==> src/rtl/game_fsm.sv <==
// Game sequencing controller: key synchronizers, frame tick, collision flags,
// START/RUN/PAUSED/CRASH/FINISH state machine and the elapsed-seconds timer.
module game_fsm #(
    parameter int FRAME_Y        = 481,
    parameter int GRACE_FRAMES   = 30,
    parameter int FRAMES_PER_SEC = 60
) (
    input  logic       clk,
    input  logic       reset_n,
    input  logic       enter_key,
    input  logic       pause_key,
    input  logic [9:0] pixel_x,
    input  logic [9:0] pixel_y,
    input  logic       video_on,
    input  logic       car_on,
    input  logic       road_on,
    input  logic       finish_line,
    output logic       game_reset,
    output logic       pause,
    output logic       start_en,
    output logic       crash_en,
    output logic       finish_en,
    output logic [7:0] elapsed_sec
);

    // state    | meaning
    // START    | title screen, road and car held at start positions
    // RUN      | race in progress, timer counting
    // PAUSED   | motion frozen by the pause key
    // CRASH    | car left the road, crash screen shown
    // FINISH   | car reached the finish line, finish screen shown
    typedef enum logic [2:0] {
        ST_START  = 3'd0,
        ST_RUN    = 3'd1,
        ST_PAUSED = 3'd2,
        ST_CRASH  = 3'd3,
        ST_FINISH = 3'd4
    } state_t;

    localparam int GW = (GRACE_FRAMES   < 2) ? 1 : $clog2(GRACE_FRAMES + 1);
    localparam int FW = (FRAMES_PER_SEC < 2) ? 1 : $clog2(FRAMES_PER_SEC);

    state_t        state;
    logic [GW-1:0] grace_cnt;
    logic [FW-1:0] frame_cnt;

    logic enter_s1, enter_s2, enter_s3, enter_ev;
    logic pause_s1, pause_s2, pause_s3, pause_ev;
    logic [1:0] arm_cnt;
    logic       arm;
    logic at_frame, at_frame_d, frame_tick;
    logic crash_seen, finish_seen;

    // {game_reset, start_en, pause, crash_en, finish_en}
    function automatic logic [4:0] decode(input state_t s);
        case (s)
            ST_START:  decode = 5'b11000;
            ST_PAUSED: decode = 5'b00100;
            ST_CRASH:  decode = 5'b00110;
            ST_FINISH: decode = 5'b00101;
            default:   decode = 5'b00000;
        endcase
    endfunction

    // Edge detection stays disarmed until the third stage holds a real key
    // sample, so a key held through reset release never looks like a press.
    assign arm = (arm_cnt == 2'd3);

    always_ff @(posedge clk or negedge reset_n) begin
        if (!reset_n) begin
            {enter_s1, enter_s2, enter_s3, enter_ev} <= 4'b0;
            {pause_s1, pause_s2, pause_s3, pause_ev} <= 4'b0;
            arm_cnt <= 2'd0;
        end else begin
            enter_s1 <= enter_key;
            enter_s2 <= enter_s1;
            enter_s3 <= enter_s2;
            enter_ev <= arm & enter_s2 & ~enter_s3;
            pause_s1 <= pause_key;
            pause_s2 <= pause_s1;
            pause_s3 <= pause_s2;
            pause_ev <= arm & pause_s2 & ~pause_s3;
            if (!arm) arm_cnt <= arm_cnt + 2'd1;
        end
    end

    assign at_frame   = (pixel_y == 10'(FRAME_Y)) && (pixel_x == 10'd0);
    assign frame_tick = at_frame & ~at_frame_d;

    always_ff @(posedge clk or negedge reset_n) begin
        if (!reset_n) begin
            at_frame_d  <= 1'b0;
            crash_seen  <= 1'b0;
            finish_seen <= 1'b0;
        end else begin
            at_frame_d <= at_frame;
            // Clearing wins on the tick clk, dropping anything seen on it.
            if (state != ST_RUN || frame_tick) begin
                crash_seen  <= 1'b0;
                finish_seen <= 1'b0;
            end else begin
                if (video_on && car_on && !road_on)   crash_seen  <= 1'b1;
                if (video_on && car_on && finish_line) finish_seen <= 1'b1;
            end
        end
    end

    always_ff @(posedge clk or negedge reset_n) begin
        if (!reset_n) begin
            state       <= ST_START;
            {game_reset, start_en, pause, crash_en, finish_en} <= decode(ST_START);
            grace_cnt   <= '0;
            frame_cnt   <= '0;
            elapsed_sec <= 8'd0;
        end else begin
            case (state)
                ST_START: begin
                    if (enter_ev) begin
                        state       <= ST_RUN;
                        {game_reset, start_en, pause, crash_en, finish_en} <= decode(ST_RUN);
                        grace_cnt   <= GW'(GRACE_FRAMES);
                        frame_cnt   <= '0;
                        elapsed_sec <= 8'd0;
                    end
                end
                ST_RUN: begin
                    if (pause_ev) begin
                        state <= ST_PAUSED;
                        {game_reset, start_en, pause, crash_en, finish_en} <= decode(ST_PAUSED);
                    end else if (frame_tick) begin
                        if (frame_cnt == FW'(FRAMES_PER_SEC - 1)) begin
                            frame_cnt <= '0;
                            if (elapsed_sec != 8'hFF) elapsed_sec <= elapsed_sec + 8'd1;
                        end else begin
                            frame_cnt <= frame_cnt + 1'b1;
                        end
                        if (grace_cnt != '0) begin
                            grace_cnt <= grace_cnt - 1'b1;
                        end else if (finish_seen) begin
                            state <= ST_FINISH;
                            {game_reset, start_en, pause, crash_en, finish_en} <= decode(ST_FINISH);
                        end else if (crash_seen) begin
                            state <= ST_CRASH;
                            {game_reset, start_en, pause, crash_en, finish_en} <= decode(ST_CRASH);
                        end
                    end
                end
                ST_PAUSED: begin
                    if (pause_ev) begin
                        state <= ST_RUN;
                        {game_reset, start_en, pause, crash_en, finish_en} <= decode(ST_RUN);
                    end
                end
                ST_CRASH, ST_FINISH: begin
                    if (enter_ev) begin
                        state       <= ST_START;
                        {game_reset, start_en, pause, crash_en, finish_en} <= decode(ST_START);
                        frame_cnt   <= '0;
                        elapsed_sec <= 8'd0;
                    end
                end
                default: begin
                    state <= ST_START;
                    {game_reset, start_en, pause, crash_en, finish_en} <= decode(ST_START);
                end
            endcase
        end
    end

endmodule

==> config.mk <==
export PLATFORM = sky130hd
export DESIGN_NAME = game_fsm
export DESIGN_NICKNAME = d
export VERILOG_FILES = /design/src/rtl/game_fsm.sv
export SDC_FILE = /design/constraint.sdc
export NUM_CORES = 1
export LEC_CHECK = 0
export ABC_AREA = 0
export BUFFER_PORTS_ARGS = -buffer_cell sky130_fd_sc_hd__buf_2
export CAP_MARGIN = 10
export CORE_ASPECT_RATIO = 0.6
export CORE_MARGIN = 1.5
export CORE_UTILIZATION = 40
export DETAILED_ROUTE_END_ITERATION = 12
export PLACE_DENSITY = 0.73
export SYNTH_ARGS = -nofsm -noshare
export SYNTH_HDL_FRONTEND = slang
export SYNTH_SLANG_ARGS = --single-unit
==> constraint.sdc <==
create_clock -name clk -period 1.9 [get_ports clk]
set_input_delay 0.095 -clock clk [delete_from_list [all_inputs] [get_ports clk]]
set_output_delay 0.095 -clock clk [all_outputs]
set_load 0.01 [all_outputs]
-- After elaboration in Yosys (flattened, before gate mapping)
Cells that the tools add are included.
W data, S select, Z words.
- memories: 0
- word-level logic and storage cells: 127
- memory bits (read-only): 0
- latch bits: 0
- input port bits: 28
- bits in writable memories: 0
- register bits: 39
- bitwise gates (word level): 8
- muxes and demuxes: 54
- shifts and indexed selects: 0
- div/mod/pow operators: 0
- reduce and logical (&&, ||, !) cells: 20
- multipliers: 0
- add/sub/neg operators: 4
- magnitude comparators: 0
- eq/ne operators: 21
- operators with widths (cell ; number):
    $mux W8 ; 5
    $mux W1 ; 25
    $mux W3 ; 8
    $mux W6 ; 4
    $mux W5 ; 4
    $ne A2 B2 Y1 const B ; 8
    $pmux W8 S2 ; 1
    $pmux W3 S4 ; 1
    $pmux W6 S2 ; 1
    $reduce_and A6 Y1 ; 2
    $eq A10 B9 Y1 const B ; 1
    $logic_not A10 Y1 ; 1
    $pmux W5 S2 ; 1
    $reduce_and A5 Y1 ; 2
    $pmux W1 S3 ; 3
    $add A8 B1 Y8 const B ; 1
    $ne A8 B8 Y1 const B ; 1
    $reduce_bool A2 Y1 ; 4
    $add A6 B1 Y6 const B ; 1
    $eq A3 B2 Y1 const B ; 2
    $eq A6 B6 Y1 const B ; 1
    $ne A3 B3 Y1 const B ; 2
    $and A1 B1 Y1 ; 5
    $reduce_bool A5 Y1 ; 1
    other kinds (17) ; 22

-- Logic depth before layout (Yosys ltp)
Gate-level depths: netlist (run 1).
- word-level depth: 6
- mapped depth: 8
- depth with buffers taken out: 7

-- Least setup slack after synthesis (run 1)
OpenSTA, ideal clock, no wires.
- path type: register -> register
- start point: reg state[2]
- end point: reg elapsed_sec[5]
- required time: 1.776 ns
- arrival time: 1.951 ns
- stages on the path, launching flop included: 8
- clock period less this slack: 2.075 ns
- slack: -0.175 ns
- cells stage by stage: dfrtp_1 -> buf_6 -> or3b_1 -> buf_6 -> nor4_4 -> nand4b_2 -> o311a_1 -> a211o_1
- word-level cells in the longest chain between the ends: 4
- ends and longest elaborated chain (item ; line ; text):
    from (decl) ; 43 ; state_t state;
    from (signal assigned) ; 110 ; state <= ST_START;
    from (signal assigned) ; 119 ; state <= ST_RUN;
    from (signal assigned) ; 128 ; state <= ST_PAUSED;
    $eq A3 B2 Y1, or another cell as far along ; 116 ; case (state)
    $reduce_or A3 Y1 (no source line) ; -- ;
    $ne A2 B1 Y1 (no source line) / $reduce_bool A2 Y1 (equally long branches) ; -- ;
    $reduce_and A6 Y1 (no source line) ; -- ;
    to (signal assigned) ; 133 ; if (elapsed_sec != 8'hFF) elapsed_sec <= elapsed_sec + 8'd1;
    to (decl) ; 23 ; output logic [7:0] elapsed_sec
Parallel ways exist; a longest one is shown, timed or not.
A chain may end at the register's enable or synchronous reset.

-- Worst setup path after layout (run 1)
- start point: reg grace_cnt[1]
- end point: reg state[0]
- word-level cells in the longest chain between the ends: 3
- ends and longest elaborated chain (item ; line ; text):
    from (decl) ; 44 ; logic [GW-1:0] grace_cnt;
    from (signal assigned) ; 121 ; grace_cnt <= GW'(GRACE_FRAMES);
    from (signal assigned) ; 138 ; grace_cnt <= grace_cnt - 1'b1;
    $reduce_bool A5 Y1 ; 137 ; if (grace_cnt != '0) begin
    $ne A3 B3 Y1 (no source line) ; -- ;
    $reduce_and A6 Y1 (no source line) ; -- ;
    to (signal assigned) ; 140 ; state <= ST_FINISH;
    to (signal assigned) ; 143 ; state <= ST_CRASH;
    to (signal assigned) ; 150 ; state <= ST_RUN;
Every way passes these cells.

==> results of run 1 <==
sequential cells by signal, summed over array words and instances, names as in the netlist, 2 cells and up:
| signal | flops |
|---|---|
| elapsed_sec | 8 |
| frame_cnt | 6 |
| grace_cnt | 5 |
| state | 3 |
| arm_cnt | 2 |
final timing paths:
| path | startpoint | to | slack (ns) | cells past startpoint |
|---|---|---|---|---|
| worst min register to register | enter_s1 | enter_s2 | 0.36 | 0 |
| min in group asynchronous | reset_n | grace_cnt[2] | 0.45 | 2 |
| worst min-delay path | car_on | finish_seen | 0.10 | 3 |
| worst max register to register | grace_cnt[1] | state[0] | -0.13 | 8 |
| max in group asynchronous | reset_n | arm_cnt[0] | 0.89 | 2 |
| worst max-delay path | grace_cnt[1] | state[0] | -0.13 | 8 |
cells in the final DEF, fill, tap and decap left out, types with 4 or more instances in the layout:
| cell type | netlist | layout |
|---|---|---|
| sky130_fd_sc_hd__and3_1 | 4 | 4 |
| sky130_fd_sc_hd__nand2_1 | 16 | 16 |
| sky130_fd_sc_hd__clkbuf_8 | 0 | 5 |
| sky130_fd_sc_hd__nand3_1 | 12 | 12 |
| sky130_fd_sc_hd__nor4_1 | 7 | 7 |
| sky130_fd_sc_hd__nor4b_1 | 5 | 4 |
| sky130_fd_sc_hd__nor3_1 | 6 | 6 |
| sky130_fd_sc_hd__nor2_1 | 12 | 12 |
| sky130_fd_sc_hd__buf_2 | 4 | 40 |
| sky130_fd_sc_hd__inv_1 | 11 | 9 |
| sky130_fd_sc_hd__nand4_1 | 4 | 4 |
| sky130_fd_sc_hd__o31a_1 | 4 | 4 |
| sky130_fd_sc_hd__dfrtp_1 | 38 | 38 |
| sky130_fd_sc_hd__buf_4 | 1 | 40 |
| sky130_fd_sc_hd__o21ai_0 | 14 | 11 |
| sky130_fd_sc_hd__mux2i_1 | 4 | 4 |
| sky130_fd_sc_hd__ha_1 | 5 | 4 |
what timing repair did:
action | in CTS | in global routing
hold buffers | 3 | 0
resized for setup | 7 | 16
setup endpoints to repair | 11 | 19
pin swaps | 5 | 6
endpoints found under the hold margin | 40 | 0
buffers inserted | 4 | 4
routing by layer:
layer	GRT usage [%]	up-vias	part of all wire, %
met2	29.8	36	45
met1	25.7	962	50
met4	3.11	0	0.41
met3	4.48	4	4.1
met5	0	-	0
li1	-	971	-
synth_stat cells, drive strengths merged, types with 2 or more instances:
cell / number / area, um2
o21ai: 15 / 75.1
ha: 5 / 62.6
or3: 2 / 12.5
and3: 4 / 25.0
nor2: 12 / 45.0
a31oi: 4 / 25.0
dfrtp: 38 / 951
clkbuf: 2 / 7.51
nand4: 4 / 25.0
nor3: 6 / 30.0
nand2b: 2 / 12.5
a21oi: 3 / 15.0
inv: 11 / 41.3
a211oi: 2 / 20.0
a211o: 3 / 26.3
buf: 7 / 50.1
nand3b: 3 / 22.5
o211ai: 2 / 15.0
nor4b: 5 / 43.8
o31ai: 3 / 22.5
o31a: 4 / 35.0
o311ai: 2 / 17.5
o41ai: 2 / 17.5
mux2i: 4 / 40.0
nand3: 12 / 60.1
nand2: 16 / 60.1
nor2b: 3 / 18.8
nor4: 8 / 65.1
stage by stage:
step / power [mW] / std cells / instance area, um2 / hold WS (ns)
floorplan: 1.74 / 211 / 2120 / -0.201
global placement: 2.12 / 342 / 2590 / 0.204
detailed placement: 2.15 / 342 / 2590 / 0.206
CTS: 2.99 / 357 / 2800 / 0.103
global route: 3.30 / 361 / 2910 / 0.119
finish: 3.12 / 361 / 2910 / 0.102
report_power, final:
part           internal [mW]  switching, mW
registers              0.964         0.0910
logic                  0.650          0.685
clock network          0.398          0.327
total                   2.01           1.10
final cells by class:
cell class,count,area share [%]
Sequential cell,39,33.6
Clock inverter,3,1.64
Tap cell,66,2.84
Clock buffer,5,2.37
Inverter,11,1.42
Timing Repair Buffer,85,19.0
Multi-Input combinational cell,152,39.1
worst min-delay path, stage by stage:
cell                      delay [ns]
sky130_fd_sc_hd__buf_2          0.11
sky130_fd_sc_hd__a31oi_1        0.12
sky130_fd_sc_hd__nor3_1         0.05
logic make-up (layout without fill, tap and decap cells):
logic type / after synthesis / in the layout / synth area share (%)
AND/OR/NAND/NOR: 90 / 90 / 25.6
AO/OA/AOI/OAI: 51 / 51 / 17.5
flip-flops: 39 / 39 / 46.4
buffers and inverters: 20 / 104 / 4.69
adder cells (fa/ha/maj): 5 / 5 / 2.97
multiplexers: 5 / 5 / 2.44
XOR/XNOR: 1 / 1 / 0.416
==> metrics, run 1 <==
post-layout net count=327; top cell family by delay on the critical path=compound AO/OA/AOI/OAI gates; type of the setup path with the least slack=reg -> reg; Synth Flop Type=sky130_fd_sc_hd__dfrtp_1; Post-Syn Area=2110 um2; vias in the first global route=roughly 1800; final wirelength=5180 um; transition time at the pin with the least slew margin=0.882 ns; Rows=20; Max-Slew Margin vs Limit=between 40% and 50%; Detail Placement HPWL=3720 um; Net Count, Synth=244; fraction of final layout cells with drive strength greater than 1=a little under two fifths; worst path buffer plus inverter count=2; largest fanout on the critical path=2; number of register bits inferred by synthesis=39; number of violations of the max-capacitance limit=0; area of the core=approximately 5000 um2; clock insertion delay at the later pin of the skew report=around 0.30 ns; number of CTS-inserted buffers=5; number of design rule violations left after detail routing=0; global route overflow=0; count of H-tree levels built during CTS=2; number of sinks handled by clock tree synthesis=39; DP Worst Slack=-0.182 ns; standby leakage power=1.34 nW; Post-synth EDFFs=0; DRT Pass-1 Iters=4; number of nets with antenna violations after routing=0; fillcell total=452; result of the run=complete, but fails checks; CP peak stage delay=roughly 0.48 ns; hold violation count in the final report=0; wire length of the first global-routing pass=8430 um; aggregate global-route resource usage=a little under a fifth; async set-reset flop share out of synthesis=100%; slowest stage cell, crit path=sky130_fd_sc_hd__or4b_4; I/O Pins=41; area added between synthesis and finish=38.0%; number of antenna cells inserted=0; vias after detailed routing=1973; setup total negative slack=-0.504 ns; largest net degree at the start of global routing=40; worst endpoint data arrival time=2.22 ns; initial core utilization=41.7%; setup repair after global routing missed its margin=true; slack of the critical path=-0.133 ns; portion of the clock cycle consumed by the worst path in the final layout=107%; Hold Path Class=in -> reg; number of antenna violations at the first check in global routing=0; first-iteration detailed-routing DRC count=87; Fmax achieved=0.492 GHz; final setup violation count=8; CTS tree=built; library cell used as clock root buffer=sky130_fd_sc_hd__clkbuf_8; proportion of synthesized chip area in sequential cells=a little under half; clock input transition at the sequential cells of the worst setup and hold paths=approximately 0.080 ns; post-layout utilization of the core=57.5%; multi-input logic area=1140 um2; Die Outline Area=5720 um2; WL per Instance=around 14 um; Max VDD drop=0.495 mV; die width=a little under 100 um; number of buffers on the longest clock path=2; critical-path cell list=inv_2 > ha_4 > or4b_4 > a32oi_2 > o32a_1 > buf_4 > mux2i_1 > o21ai_1; Die Height=59.2 um; synth warn=0; post-synthesis instance total=~210; Routability Congestion=0.831; via density per instance=5.47; sequential cell area=977 um2; synthesized area per cell=9.98 um2; violations in the final reports=negative setup slack; areal power density over the cells=1070 nW/um2; time the final worst path needs with I/O delays and setup=between 2 and 2.5 ns; required time of the worst setup path=between 2 and 2.5 ns; final clock skew=~0.0050 ns; Worst setup SP type=flop; final count of pins violating max slew=0; distinct cell type count after synthesis=60; nature of the critical path endpoint=flop; Port Buf Inserts=40
Power figures use the tool's default switching activity.
==> run 2: changes to the inputs <==
Settings changed: CELL_PAD_IN_SITES_DETAIL_PLACEMENT set to 0, CELL_PAD_IN_SITES_GLOBAL_PLACEMENT set to 1, CORE_UTILIZATION 40 to 38, PLACE_DENSITY 0.73 to 0.85.
==> run 2 against run 1 <==
The run still ends with negative setup slack left. Sequential power about the same. Hold slack gained 0.014 ns. Clock power grew 2%. Critical path depth shrank 3. Fmax is 3.4% higher. Via count increased by 1.4%. Combinational power about the same. Global-route usage is 0.20 points higher. Critical path type unchanged.
==> metrics, run 2 (synthesis results as in run 1) <==
result of the run=complete, but fails checks (unchanged); violations in the final reports=negative setup slack (unchanged); flip-flop count of the largest register after layout=8 (unchanged); number of CTS-inserted buffers=5 (unchanged); wire length of the first global-routing pass=8620 um (was 8430 um); clock insertion delay at the later pin of the skew report=0.29 ns (was 0.30 ns); setup total negative slack=-0.397 ns (was -0.504 ns); CP peak stage delay=0.42 ns (was 0.48 ns); register-to-register setup slack=-0.07 ns (was -0.13 ns); biggest registers after layout=elapsed_sec x8, frame_cnt x6, grace_cnt x5 (unchanged); fraction of final layout cells with drive strength greater than 1=38.4% (was 37.6%); top register by number of flip-flops=elapsed_sec (unchanged); worst reg2reg path depth=5 (was 8); initial core utilization=40.5% (was 41.7%); aggregate global-route resource usage=18.5% (was 18.3%); library cell used as clock root buffer=sky130_fd_sc_hd__clkbuf_8 (unchanged); launch point of the worst hold path=car_on (unchanged); number of violations of the max-capacitance limit=0 (unchanged); final wirelength=5410 um (was 5180 um); sequential cell area=977 um2 (unchanged); global route overflow=0 (unchanged); final non-filler cell area=2950 um2 (was 2910 um2); worst-case hold path end point=crash_seen (was finish_seen); final setup violation count=11 (was 8); areal power density over the cells=1060 nW/um2 (was 1070 nW/um2); area added between synthesis and finish=40.2% (was 38.0%); WL per Instance=14.9 um (was 14.4 um); Final Hold Slack=0.116 ns (was 0.102 ns); portion of the clock cycle consumed by the worst path in the final layout=104% (was 107%); DRT Pass-1 Iters=5 (was 4); number of sinks handled by clock tree synthesis=39 (unchanged); vias after detailed routing=2001 (was 1973); number of design rule violations left after detail routing=0 (unchanged); via density per instance=5.51 (was 5.47); top cell family by delay on the critical path=simple AND/OR/NAND/NOR gates (was compound AO/OA/AOI/OAI gates); Fmax achieved=0.508 GHz (was 0.492 GHz); transition time at the pin with the least slew margin=0.501 ns (was 0.882 ns); Die Outline Area=6010 um2 (was 5720 um2); Hold Path Class=in -> reg (unchanged); DP Worst Slack=-0.178 ns (was -0.182 ns); required time of the worst setup path=2.08 ns (was 2.09 ns); type of the setup path with the least slack=reg -> reg (unchanged); post-layout instance count excluding filler cells=363 (was 361); total placed cells including tap cells=347 (was 342); nature of the critical path endpoint=flop (unchanged); Routability Congestion=0.834 (was 0.831); post-layout net count=329 (was 327); worst endpoint data arrival time=2.15 ns (was 2.22 ns); hold violation count in the final report=0 (unchanged); vias in the first global route=1791 (was 1835); WHS Path Cells=3 (unchanged); count of H-tree levels built during CTS=2 (unchanged); critical-path cell list=or3b_4 > nor4_4 > nand4b_4 > o311a_1 > a211o_1 (was inv_2 > ha_4 > or4b_4 > a32oi_2 > o32a_1 > buf_4 > mux2i_1 > o21ai_1); clock input transition at the sequential cells of the worst setup and hold paths=0.08 ns (about the same); endpoint of the most critical register-to-register path=elapsed_sec[5] (was state[0]); post-layout utilization of the core=56.7% (was 57.5%); fillcell total=447 (was 452); largest net degree at the start of global routing=40 (unchanged); first-iteration detailed-routing DRC count=173 (was 87); slack of the critical path=-0.0667 ns (was -0.133 ns); number of buffers on the longest clock path=2 (unchanged); time the final worst path needs with I/O delays and setup=1.97 ns (was 2.03 ns); Detail Placement HPWL=3850 um (was 3720 um); leading cell type in the layout, fill and taps excluded=sky130_fd_sc_hd__buf_2; Rows=20 (unchanged); die width=99.1 um (was 96.7 um); worst path buffer plus inverter count=0 (was 2); Worst R2R Start=state[2] (was grace_cnt[1]); I/O Pins=41 (unchanged); number of antenna violations at the first check in global routing=0 (unchanged); Port Buf Inserts=40 (unchanged); slowest stage cell, crit path=sky130_fd_sc_hd__or3b_4 (was sky130_fd_sc_hd__or4b_4); overall power=3.12 mW (about the same); standby leakage power=1.36 nW (was 1.34 nW); commonest cells after routing, fill and taps aside=40 x sky130_fd_sc_hd__buf_2, 39 x sky130_fd_sc_hd__buf_4, 38 x sky130_fd_sc_hd__dfrtp_1 (was 40 x sky130_fd_sc_hd__buf_2, 40 x sky130_fd_sc_hd__buf_4, 38 x sky130_fd_sc_hd__dfrtp_1); final count of pins violating max slew=0 (unchanged); placed inst area=2630 um2 (was 2590 um2); number of nets with antenna violations after routing=0 (unchanged); Max VDD drop=0.475 mV (was 0.495 mV); CTS tree=built (unchanged); number of antenna cells inserted=0 (unchanged); area of the core=5200 um2 (was 5050 um2); Max-Slew Margin vs Limit=66.6% (was 41.2%); setup repair after global routing missed its margin=true (unchanged); Die Height=60.7 um (was 59.2 um); largest fanout on the critical path=6 (was 2); final clock skew=0.00474 ns (was 0.00498 ns); multi-input logic area=1150 um2 (was 1140 um2); Worst setup SP type=flop (unchanged)
run 2: power by group:
| part | switching, mW | internal (mW) | total (mW) |
|---|---|---|---|
| clock | 0.308 | 0.432 | 0.740 |
| combinational | 0.703 | 0.628 | 1.33 |
| sequential | 0.0866 | 0.964 | 1.05 |
run 2: per-layer routing:
layer  up-vias  GRT usage [%]  routed length, um
met4         0           3.22                 14
met3         2           3.80                169
met1       991           27.5               2790
met5         -              0                  0
li1        973              -                  -
met2        35           28.9               2440
run 2: worst reg2reg max path: stages, from the launching register on:
cell	delay [ns]
sky130_fd_sc_hd__dfrtp_1	0.39
sky130_fd_sc_hd__or3b_4	0.42
sky130_fd_sc_hd__nor4_4	0.23
sky130_fd_sc_hd__nand4b_4	0.20
sky130_fd_sc_hd__o311a_1	0.39
sky130_fd_sc_hd__a211o_1	0.22
run 2: worst max-delay path by stage:
stage / to / slack (ns) / startpoint / depth (start not counted)
floorplan: elapsed_sec[5] / -0.18 / state[2] / 7
global placement: crash_en / -0.12 / grace_cnt[1] / 7
detailed placement: crash_en / -0.18 / grace_cnt[1] / 7
CTS: grace_cnt[3] / -0.07 / state[2] / 5
global route: state[0] / -0.15 / grace_cnt[1] / 8
finish: elapsed_sec[5] / -0.07 / state[2] / 5
run 2: cell type report:
type / instances / area share, %
Clock buffer: 6 / 2.80
Clock inverter: 2 / 1.31
Sequential cell: 39 / 33.1
Inverter: 11 / 1.40
Timing Repair Buffer: 87 / 19.6
Tap cell: 66 / 2.80
Multi-Input combinational cell: 152 / 39.0
run 2: repair_timing:
action / CTS / global route
endpoints found under the setup margin: 13 / 20
buffers inserted: 3 / 3
pin swaps: 8 / 13
hold buffers: 3 / 0
endpoints found under the hold margin: 40 / 0
gates resized for setup: 10 / 21
==> run 3: changes to the inputs <==
Settings changed: REMOVE_ABC_BUFFERS set to 1.
==> run 3 against run 2 <==
Critical path depth increased by 1. Total power shrank 3.9%. Sequential power is essentially flat. The flow still finishes with violations (negative setup slack). Routed wire length fell by 4.1%. Clock power down 3.8%. Global-route usage shrank 0.69 points. Clock skew up 0.0023 ns. Cell area decreased by 1.9%. Largest cell class unchanged.
==> metrics, run 3 (synthesis results as in run 1) <==
final non-filler cell area=2900 um2 (was 2950 um2); I/O Pins=41 (unchanged); top cell family by delay on the critical path=simple AND/OR/NAND/NOR gates (unchanged); fraction of final layout cells with drive strength greater than 1=37.3% (was 38.4%); setup repair after global routing missed its margin=true (unchanged); commonest cells after routing, fill and taps aside=40 x sky130_fd_sc_hd__buf_2, 39 x sky130_fd_sc_hd__buf_4, 38 x sky130_fd_sc_hd__dfrtp_1 (unchanged); DRT Pass-1 Iters=4 (was 5); post-layout net count=327 (was 329); largest net degree at the start of global routing=17 (was 40); Rows=20 (unchanged); portion of the clock cycle consumed by the worst path in the final layout=107% (was 104%); register-to-register setup slack=-0.14 ns (was -0.07 ns); areal power density over the cells=1040 nW/um2 (was 1060 nW/um2); required time of the worst setup path=2.09 ns (was 2.08 ns); biggest registers after layout=elapsed_sec x8, frame_cnt x6, grace_cnt x5 (unchanged); violations in the final reports=negative setup slack (unchanged); area added between synthesis and finish=37.6% (was 40.2%); number of nets with antenna violations after routing=0 (unchanged); number of design rule violations left after detail routing=0 (unchanged); number of violations of the max-capacitance limit=0 (unchanged); final setup violation count=7 (was 11); Die Height=60.7 um (unchanged); post-layout instance count excluding filler cells=361 (was 363); number of CTS-inserted buffers=5 (unchanged); CTS tree=built (unchanged); worst reg2reg path depth=6 (was 5); fillcell total=466 (was 447); result of the run=complete, but fails checks (unchanged); Detail Placement HPWL=3810 um (was 3850 um); Port Buf Inserts=40 (unchanged); Die Outline Area=6010 um2 (unchanged); endpoint of the most critical register-to-register path=elapsed_sec[5] (unchanged); final wirelength=5190 um (was 5410 um); final clock skew=0.00707 ns (was 0.00474 ns); vias after detailed routing=1927 (was 2001); library cell used as clock root buffer=sky130_fd_sc_hd__clkbuf_8 (unchanged); time the final worst path needs with I/O delays and setup=2.04 ns (was 1.97 ns); via density per instance=5.34 (was 5.51); die width=99.1 um (unchanged); first-iteration detailed-routing DRC count=91 (was 173); Worst R2R Start=state[2] (unchanged); top register by number of flip-flops=elapsed_sec (unchanged); Routability Congestion=0.832 (was 0.834); aggregate global-route resource usage=17.8% (was 18.5%); worst endpoint data arrival time=2.23 ns (was 2.15 ns); CP peak stage delay=0.42 ns (about the same); vias in the first global route=1781 (was 1791); Hold Path Class=in -> reg (unchanged); WL per Instance=14.4 um (was 14.9 um); type of the setup path with the least slack=reg -> reg (unchanged); flip-flop count of the largest register after layout=8 (unchanged); area of the core=5200 um2 (unchanged); WHS Path Cells=3 (unchanged); Worst setup SP type=flop (unchanged); clock input transition at the sequential cells of the worst setup and hold paths=0.08 ns (about the same); placed inst area=2620 um2 (was 2630 um2); number of antenna violations at the first check in global routing=0 (unchanged); final count of pins violating max slew=0 (unchanged); number of buffers on the longest clock path=2 (unchanged); global route overflow=0 (unchanged); slowest stage cell, crit path=sky130_fd_sc_hd__or3b_4 (unchanged); count of H-tree levels built during CTS=2 (unchanged); launch point of the worst hold path=car_on (unchanged); Fmax achieved=0.490 GHz (was 0.508 GHz); Max-Slew Margin vs Limit=73.7% (was 66.6%); total placed cells including tap cells=346 (was 347); Max VDD drop=0.635 mV (was 0.475 mV); initial core utilization=40.5% (unchanged); critical-path cell list=or3b_4 > nor4_4 > buf_4 > nand4b_4 > o311a_1 > a211o_1 (was or3b_4 > nor4_4 > nand4b_4 > o311a_1 > a211o_1); worst-case hold path end point=crash_seen (unchanged); worst path buffer plus inverter count=1 (was 0); largest fanout on the critical path=5 (was 6); standby leakage power=1.35 nW (was 1.36 nW); wire length of the first global-routing pass=8320 um (was 8620 um); clock insertion delay at the later pin of the skew report=0.29 ns (about the same); number of sinks handled by clock tree synthesis=39 (unchanged); transition time at the pin with the least slew margin=0.388 ns (was 0.501 ns); nature of the critical path endpoint=flop (unchanged); number of antenna cells inserted=0 (unchanged); hold violation count in the final report=0 (unchanged); slack of the critical path=-0.140 ns (was -0.0667 ns); leading cell type in the layout, fill and taps excluded=sky130_fd_sc_hd__buf_2 (unchanged)
==> run 3: per-stage QoR <==
| stage | hold WS [ns] | utilization, % | power, mW | worst slack, ns | setup TNS, ns |
|---|---|---|---|---|---|
| 2_1_floorplan | -0.201 | - | 1.67 | -0.337 | -1.39 |
| 3_3_place_gp | -0.00516 | 50.3 | 2.13 | -0.140 | -0.699 |
| 3_5_place_dp | 0.000677 | 50.3 | 2.16 | -0.178 | -1.08 |
| 4_1_cts | 0.0982 | 54.1 | 2.91 | -0.0775 | -0.467 |
| 5_1_grt | 0.120 | 55.6 | 3.19 | -0.172 | -1.02 |
| 6_report | 0.108 | 55.6 | 3.00 | -0.140 | -0.365 |
==> run 3: power breakdown <==
part           leakage, nW  switching (mW)  internal [mW]
sequential           0.485          0.0876          0.964
combinational        0.806           0.648          0.588
clock               0.0587           0.314          0.398
total                 1.35            1.05           1.95
==> run 3: worst register-to-register path, cell delays in order, from the launching register on <==
cell and delay [ns]:
sky130_fd_sc_hd__dfrtp_1 0.40, sky130_fd_sc_hd__or3b_4 0.42, sky130_fd_sc_hd__nor4_4 0.19, sky130_fd_sc_hd__buf_4 0.17, sky130_fd_sc_hd__nand4b_4 0.13, sky130_fd_sc_hd__o311a_1 0.36, sky130_fd_sc_hd__a211o_1 0.26
==> run 3: layout make-up <==
cell class              instances  area (um2)  share of cell area, %
multi-input cells             152        1120                   38.7
flip-flops and latches         39         977                   33.7
repair buffers                 85         557                   19.2
well taps                      66        82.6                   2.85
clock buffers                   5        68.8                   2.38
clock inverters                 3        47.5                   1.64
inverters                      11        41.3                   1.43
==> run 3: metal layers <==
metal | GRT usage, % | vias to the layer above | part of all wire, %
met5 | 0 | - | 0
met4 | 3.82 | 0 | 0.15
met3 | 3.80 | 2 | 3.3
met2 | 26.3 | 38 | 43
met1 | 27.2 | 918 | 53
li1 | - | 969 | -
==> run 3: worst max path at each step <==
stage                 startpoint  cells past startpoint  slack, ns        endpoint
finish                  state[2]                      6      -0.14  elapsed_sec[5]
global route            state[2]                      6      -0.17  elapsed_sec[5]
CTS                 grace_cnt[0]                      7      -0.08        state[0]
detailed placement  grace_cnt[1]                      7      -0.18        crash_en
global placement    grace_cnt[0]                      7      -0.14        crash_en
floorplan               state[0]                      5      -0.34  elapsed_sec[5]
==> run 3: what timing repair did <==
| item | CTS | global route |
|---|---|---|
| hold buffers | 3 | 0 |
| pin swaps | 4 | 3 |
| endpoints found under the hold margin | 19 | 0 |
| endpoints found under the setup margin | 14 | 20 |
| gates resized for setup | 9 | 19 |
| buffers inserted | 3 | 1 |
| gates cloned | 0 | 0 |
